**src/rtl/mux_arbiter.sv**
```systemverilog
// rtl/mux_arbiter.sv - two-requester arbiter driving a registered 2:1 operand mux
module mux_arbiter #(
    parameter int WIDTH    = 32,
    parameter int MAX_HOLD = 8
) (
    input  logic             clk,
    input  logic             reset,
    input  logic             req0,
    input  logic             req1,
    input  logic [WIDTH-1:0] a,
    input  logic [WIDTH-1:0] b,
    output logic             gnt0,
    output logic             gnt1,
    output logic             sel,
    output logic [WIDTH-1:0] y,
    output logic             y_valid,
    output logic             busy
);

    localparam logic [1:0] IDLE = 2'd0;
    localparam logic [1:0] G0   = 2'd1;
    localparam logic [1:0] G1   = 2'd2;
    localparam logic [7:0] HOLD_LIMIT = 8'(MAX_HOLD);

    logic [1:0] state;
    logic [1:0] state_n;
    logic [7:0] hold;
    logic       last;
    logic       capture;

    // On release the other requester is served back-to-back; otherwise fall to IDLE.
    always_comb begin
        state_n = state;
        case (state)
            IDLE: begin
                if (req0 && req1)  state_n = last ? G0 : G1;
                else if (req0)     state_n = G0;
                else if (req1)     state_n = G1;
            end
            G0: begin
                if (!req0 || hold == HOLD_LIMIT) state_n = req1 ? G1 : IDLE;
            end
            G1: begin
                if (!req1 || hold == HOLD_LIMIT) state_n = req0 ? G0 : IDLE;
            end
            default: state_n = IDLE;
        endcase
    end

    assign capture = (state == G0 && req0) || (state == G1 && req1);

    always_ff @(posedge clk) begin
        if (reset) begin
            state   <= IDLE;
            hold    <= 8'd0;
            last    <= 1'b1;
            sel     <= 1'b0;
            y       <= '0;
            y_valid <= 1'b0;
        end else begin
            state <= state_n;
            if (state_n == IDLE)       hold <= 8'd0;
            else if (state_n == state) hold <= hold + 8'd1;
            else                       hold <= 8'd1;
            if (state_n == G0) begin
                last <= 1'b0;
                sel  <= 1'b0;
            end else if (state_n == G1) begin
                last <= 1'b1;
                sel  <= 1'b1;
            end
            y_valid <= capture;
            if (capture) y <= (state == G1) ? b : a;
        end
    end

    assign gnt0 = (state == G0);
    assign gnt1 = (state == G1);
    assign busy = gnt0 | gnt1;

endmodule

```
**config.mk**
```make
export PLATFORM = sky130hd
export DESIGN_NAME = mux_arbiter
export DESIGN_NICKNAME = d
export VERILOG_FILES = /design/src/rtl/mux_arbiter.sv
export SDC_FILE = /design/constraint.sdc
export NUM_CORES = 1
export LEC_CHECK = 0
export BUFFER_PORTS_ARGS = -buffer_cell sky130_fd_sc_hd__buf_2
export CORE_AREA = 2 2 97 75
export DETAILED_ROUTE_END_ITERATION = 7
export DIE_AREA = 0 0 99 77
export SLEW_MARGIN = 20
export SYNTH_ARGS = -nofsm -noshare
export SYNTH_HDL_FRONTEND = slang
export SYNTH_SLANG_ARGS = --single-unit
```
**constraint.sdc**
```tcl
create_clock -name clk -period 3.95 [get_ports clk]
set_clock_uncertainty 0.1 [all_clocks]
set_input_delay 0.9875 -clock clk [delete_from_list [all_inputs] [get_ports clk]]
set_output_delay 0.9875 -clock clk [all_outputs]
set_load 0.01 [all_outputs]
```
## Yosys cells after proc, flatten, opt, wreduce, memory -nomap -nowiden

Cells that the tools add are included.

| operators by class | value |
|---|---|
| add/sub/neg operators | 1 |
| reductions and logical operators | 14 |
| muxes and demuxes | 13 |
| eq/ne operators | 6 |
| bitwise gates (word level) | 2 |

Operator list:

| operator | count |
|---|---|
| 2-to-1 mux 32 bit | 1 |
| 2-to-1 mux 2 bit | 7 |
| adder 8 x 1 -> 8 bit (second input constant) | 1 |
| == test 8 x 4 -> 1 bit (second input constant) | 1 |
| case mux 2 bit (3 select lines) | 1 |
| == test 2 x 1 -> 1 bit (second input constant) | 2 |
| == test 2 bit (second input constant) | 2 |
| zero test 2 bit | 2 |
| 2-to-1 mux 1 bit | 4 |
| OR reduction 2 bit | 2 |
| logical AND 1 bit | 3 |
| logical OR 1 bit | 3 |
| OR reduction 3 bit | 1 |
| == test 2 bit | 1 |
| zero test 1 bit | 2 |
| nonzero test 2 bit | 1 |
| inverter 1 bit | 1 |
| bitwise OR 1 bit | 1 |

| word-level totals | value |
|---|---|
| word-level logic and storage cells | 43 |
| input bits | 68 |
| bits in registers | 45 |

## Depth between registers and ports, before layout

| depth | value |
|---|---|
| depth after elaboration | 7 |
| gate-level depth with buffers | 13 |
| mapped depth without buffers | 12 |

## Least setup slack after synthesis

No wires, ideal clock.

| timing | value |
|---|---|
| path type | input port to flip-flop |
| start | in req1 |
| end | reg hold[2] |
| setup time | 0.078 ns |
| setup slack | 1.159 ns |
| stages on the path | 11 |
| arrival time | 2.613 ns |
| cells stage by stage | buf_2 a22oi_1 a21oi_1 o21ai_0 a21oi_1 inv_1 ha_1 nor2_1 nand4b_1 a31o_2 nor3_1 |

| between the ends | value |
|---|---|
| cells in the longest elaborated chain, start to end | 7 |

Ends and longest elaborated chain:

| what | line | text |
|---|---|---|
| from (decl) | 9 | `input logic req1,` |
| 2-to-1 mux 2 bit / zero test 1 bit (equally long branches) | 38, 44 |  |
| 2-to-1 mux 2 bit / logical OR 1 bit (equally long branches) | 37, 44 |  |
| 2-to-1 mux 2 bit (on tied branches) | 36, 44 |  |
| case mux 2 bit (3 select lines) (*) | 34 | `case (state)` |
| via state_n[0] | 26 | `logic [1:0] state_n;` |
| == test 2 bit | 63 | `else if (state_n == state) hold <= hold + 8'd1;` |
| inverter 1 bit (no source line) | n/a |  |
| OR reduction 3 bit (no source line) (*) | n/a |  |
| to (signal assigned) | 63 |  |
| to (decl) | 27 | `logic [7:0] hold;` |

The timed path passes the listed nets; every way through them passes the cells marked *.
A chain may end at the register's enable or synchronous reset.

## Final worst setup path

| timing | value |
|---|---|
| start | reg state[0] |
| end | out gnt1 |

| between the ends | value |
|---|---|
| cells in the longest elaborated chain, start to end | 1 |

Ends and longest elaborated chain:

| what | line | text |
|---|---|---|
| from (decl) | 25 | `logic [1:0] state;` |
| from (signal assigned) | 61 | `state <= state_n;` |
| == test 2 bit | 78 | `assign gnt1 = (state == G1);` |
| to (decl) | 13 | `output logic gnt1,` |

Every way passes these cells.

==> results.yml <==
finish:
  drive_gt1_share_pct: 36.4
  n_fill_cell: 654
  layoutNonFillerInstCount: 425
  multi_input_area_mm2: 0.00127
  fin_nets: 417
  antennaDiodeCount: 0
  ff_latch_area_um2: 901
  syn_to_final_growth_pct: 30.4
  finish.utilization_pct: 44.4
detailed_routing:
  drt-initial-drc-count: 64
  drc_errors: 0
  finalWirelength_mm: 5.33
  post_drt_wl_per_cell_um: 12.6
  vias_per_cell: 4.77
  num_vias: 2026
  drt_first_pass_iters: 4
  ant_nets: 0
synthesis:
  synth.avg_cell_area_um2: 9.35
  synth-simple-area-share_pct: 16.1
  async_flop_share_pct: 0
  synthDistinctLibCells: 42
  ys_warn_count: 0
  synth-xor-area-share_pct: 2.31
  yosys.area.top_type: "dfxtp_1"
  synth_top_family_by_area: "compound AO/OA/AOI/OAI gates"
  yosysTopAreaCellShare_pct: 39.6
  syn-num-nets: 320
  synth_mux_area_share_pct: 14.1
  ys.flop_type: "dfxtp_1"
  synth_compound_area_share_pct: 18.3
  synth.top_cells.by_count: "dfxtp_1, nor2_1, a211oi_1"
  yosysMostFrequentCell: "dfxtp_1"
  synth-seq-cells: 45
  seq_area_frac_synth_pct: 39.6
  synth_edf_count: 0
  synth_cells: 243
  ys_top_cells_by_area: "dfxtp_1, mux2i_1, a211oi_1"
  synth_area_mm2: 0.00227
  synthAdderAreaFrac_pct: 4.96
placed_design:
  place_inst: 417
  io_buffers: 104
  hpwl_mm: 4.02
  place.gp.congestion: 0.836
pwr:
  cellLeakagePower_nw: 1.28
  power_frac_clock_pct: 28.0
  p_sw_mw: 0.380
  finalPower_mw: 1.26
  internal_power_mw: 0.880
  pwr-share-comb_pct: 29.2
  sw_frac_of_total_pct: 30.2
  ir_drop_uv: 220
  pwr-share-seq_pct: 42.8
  powerDensity_mw_per_mm2: 426
critical_path:
  cp.arrival_ns: 1.89
  cp-end-kind: "output pin"
  critPathLaunchType: "flip-flop"
  crit_type: "reg2out"
  worstSetupPathDepth: 4
  crit_chain: "inv_1 > ha_2 > buf_4 > buf_2"
  required_ns: 2.86
  r2r_cells: 12
  critical_path.max_fanout: 28
  crit_path_top_delay_cell: "buf_4"
  path_delay_family: "buffers and inverters"
  path_buf_inv: 3
  critPathMaxStageDelay_ns: 0.46
cts:
  cts-root-buf: "clkbuf_8"
  cts.reportedPaths.clkPinSlew_ns: 0.08
  cts-resized-gates: 0
  cts_tree: "built"
  cts_max_level: 2
  cts_setup_buffers: 0
  ctsHoldBuffers: 0
  numCtsBuffers: 5
  clockBufferDepth: 2
  cts.sinks: 45
  insertion_delay_ns: 0.29
global_routing:
  grt_util_met1_pct: 19.0
  grt_pass1_vias: 1847
  gr-usage-met3_pct: 3.92
  grt_util_met2_pct: 21.6
  antenna_found_initial: 0
  grt_overflow_total: 0
  grt_pass1_wl_mm: 8.80
  grt_max_degree: 39
  gr-usage-all-layers_pct: 13.9
  grt_busiest_layer: "met2"
die:
  die_w_um: 99
  core_area_mm2: 0.00667
  io_pins: 105
  num_rows: 26
  initial_utilization_pct: 34.1
  dieArea_mm2: 0.00762
  die_h_um: 77
timing:
  slew_headroom_pct: 52.4
  worstMarginPinSlew_ns: 0.696
  hold_slack_ns: 0.398
  hold_viol_final: 0
  final.min_clock_period_ns: 2.98
  finalCritPeriodShare_pct: 75.3
  setup_tns_ns: 0
  report.final.slew_viol_count: 0
  timing.fmax_mhz: 336
  setup_viol: 0
  rsz0062_at_grt: "false"
status:
  status: "completed"
worst_hold_path:
  min_delay_path_depth: 2
  hold_class: "reg2reg"
job:
  max-cap-violations: 0
-- power groups by stage --
stage	combinational (mW)	sequential (mW)	clock, mW
2_1_floorplan	0.227	0.568	0
3_3_place_gp	0.369	0.549	0
3_5_place_dp	0.372	0.550	0
4_1_cts	0.374	0.540	0.369
5_1_grt	0.414	0.547	0.388
6_report	0.369	0.540	0.352
-- cell families after synthesis --
logic type,Yosys count
DFF,45
xor gates and xnor gates,6
muxes,32
adders and majority gates,9
and+or+nand+nor,72
AOI/OAI and AO/OA,55
buffers and inverters,24
-- cell type report --
class	count	share of cell area, %
sequential	45	30.4
clock buffer	7	2.91
tap	84	3.55
timing repair buffer	107	18.3
clock inverter	1	1.01
inverter	7	0.887
multi-input combinational	174	42.9
-- worst register-to-register path: cells and delay by family (launching register included) --
family / cells / cell delay (ns)
AO/OA/AOI/OAI: 5 / 1.08
buffers and inverters: 2 / 0.23
adder cells (fa/ha/maj): 2 / 0.59
AND/OR/NAND/NOR: 3 / 0.42
flip-flops: 1 / 0.41
-- cell usage in the layout, fill, tap and decap left out, types with 5 or more instances in the layout --
cell type  count
nand2_1        5
ha_1           8
xor2_1         5
mux2i_1       32
a211oi_1      33
inv_1          7
clkbuf_8       6
dfxtp_1       45
buf_2        104
nor2_1        38
nor3_1         7
nand3_1        6
-- through the flow --
stage	cell area, um^2	setup slack, ns
3_5_place_dp	2850	0.881
6_report	2960	0.974
5_1_grt	2960	0.801
4_1_cts	2960	0.940
3_3_place_gp	2850	0.984
2_1_floorplan	2270	1.16
-- state kept, by name (all words and copies together), names as in the netlist --
register / count
last: 1
y: 32
sel: 1
hold: 8
state: 2
y_valid: 1
-- metal layers --
layer  vias to the layer above  routed length [um]
li1                       1082                   -
met1                       870                2590
met2                        72                2310
met3                         2                 401
met4                         0                  35
met5                         -                   0
-- final timing paths --
check / startpoint / end / slack, ns
min reg2reg: y[12]$_SDFFE_PP0P_ / y[12]$_SDFFE_PP0P_ / 0.40
max: state[0]$_SDFF_PP0_ / gnt1 / 0.97
max reg2reg: state[0]$_SDFF_PP0_ / hold[6]$_SDFF_PP0_ / 1.05
min: y[12]$_SDFFE_PP0P_ / y[12]$_SDFFE_PP0P_ / 0.40
Note: power is estimated with default switching activity, not from simulation.
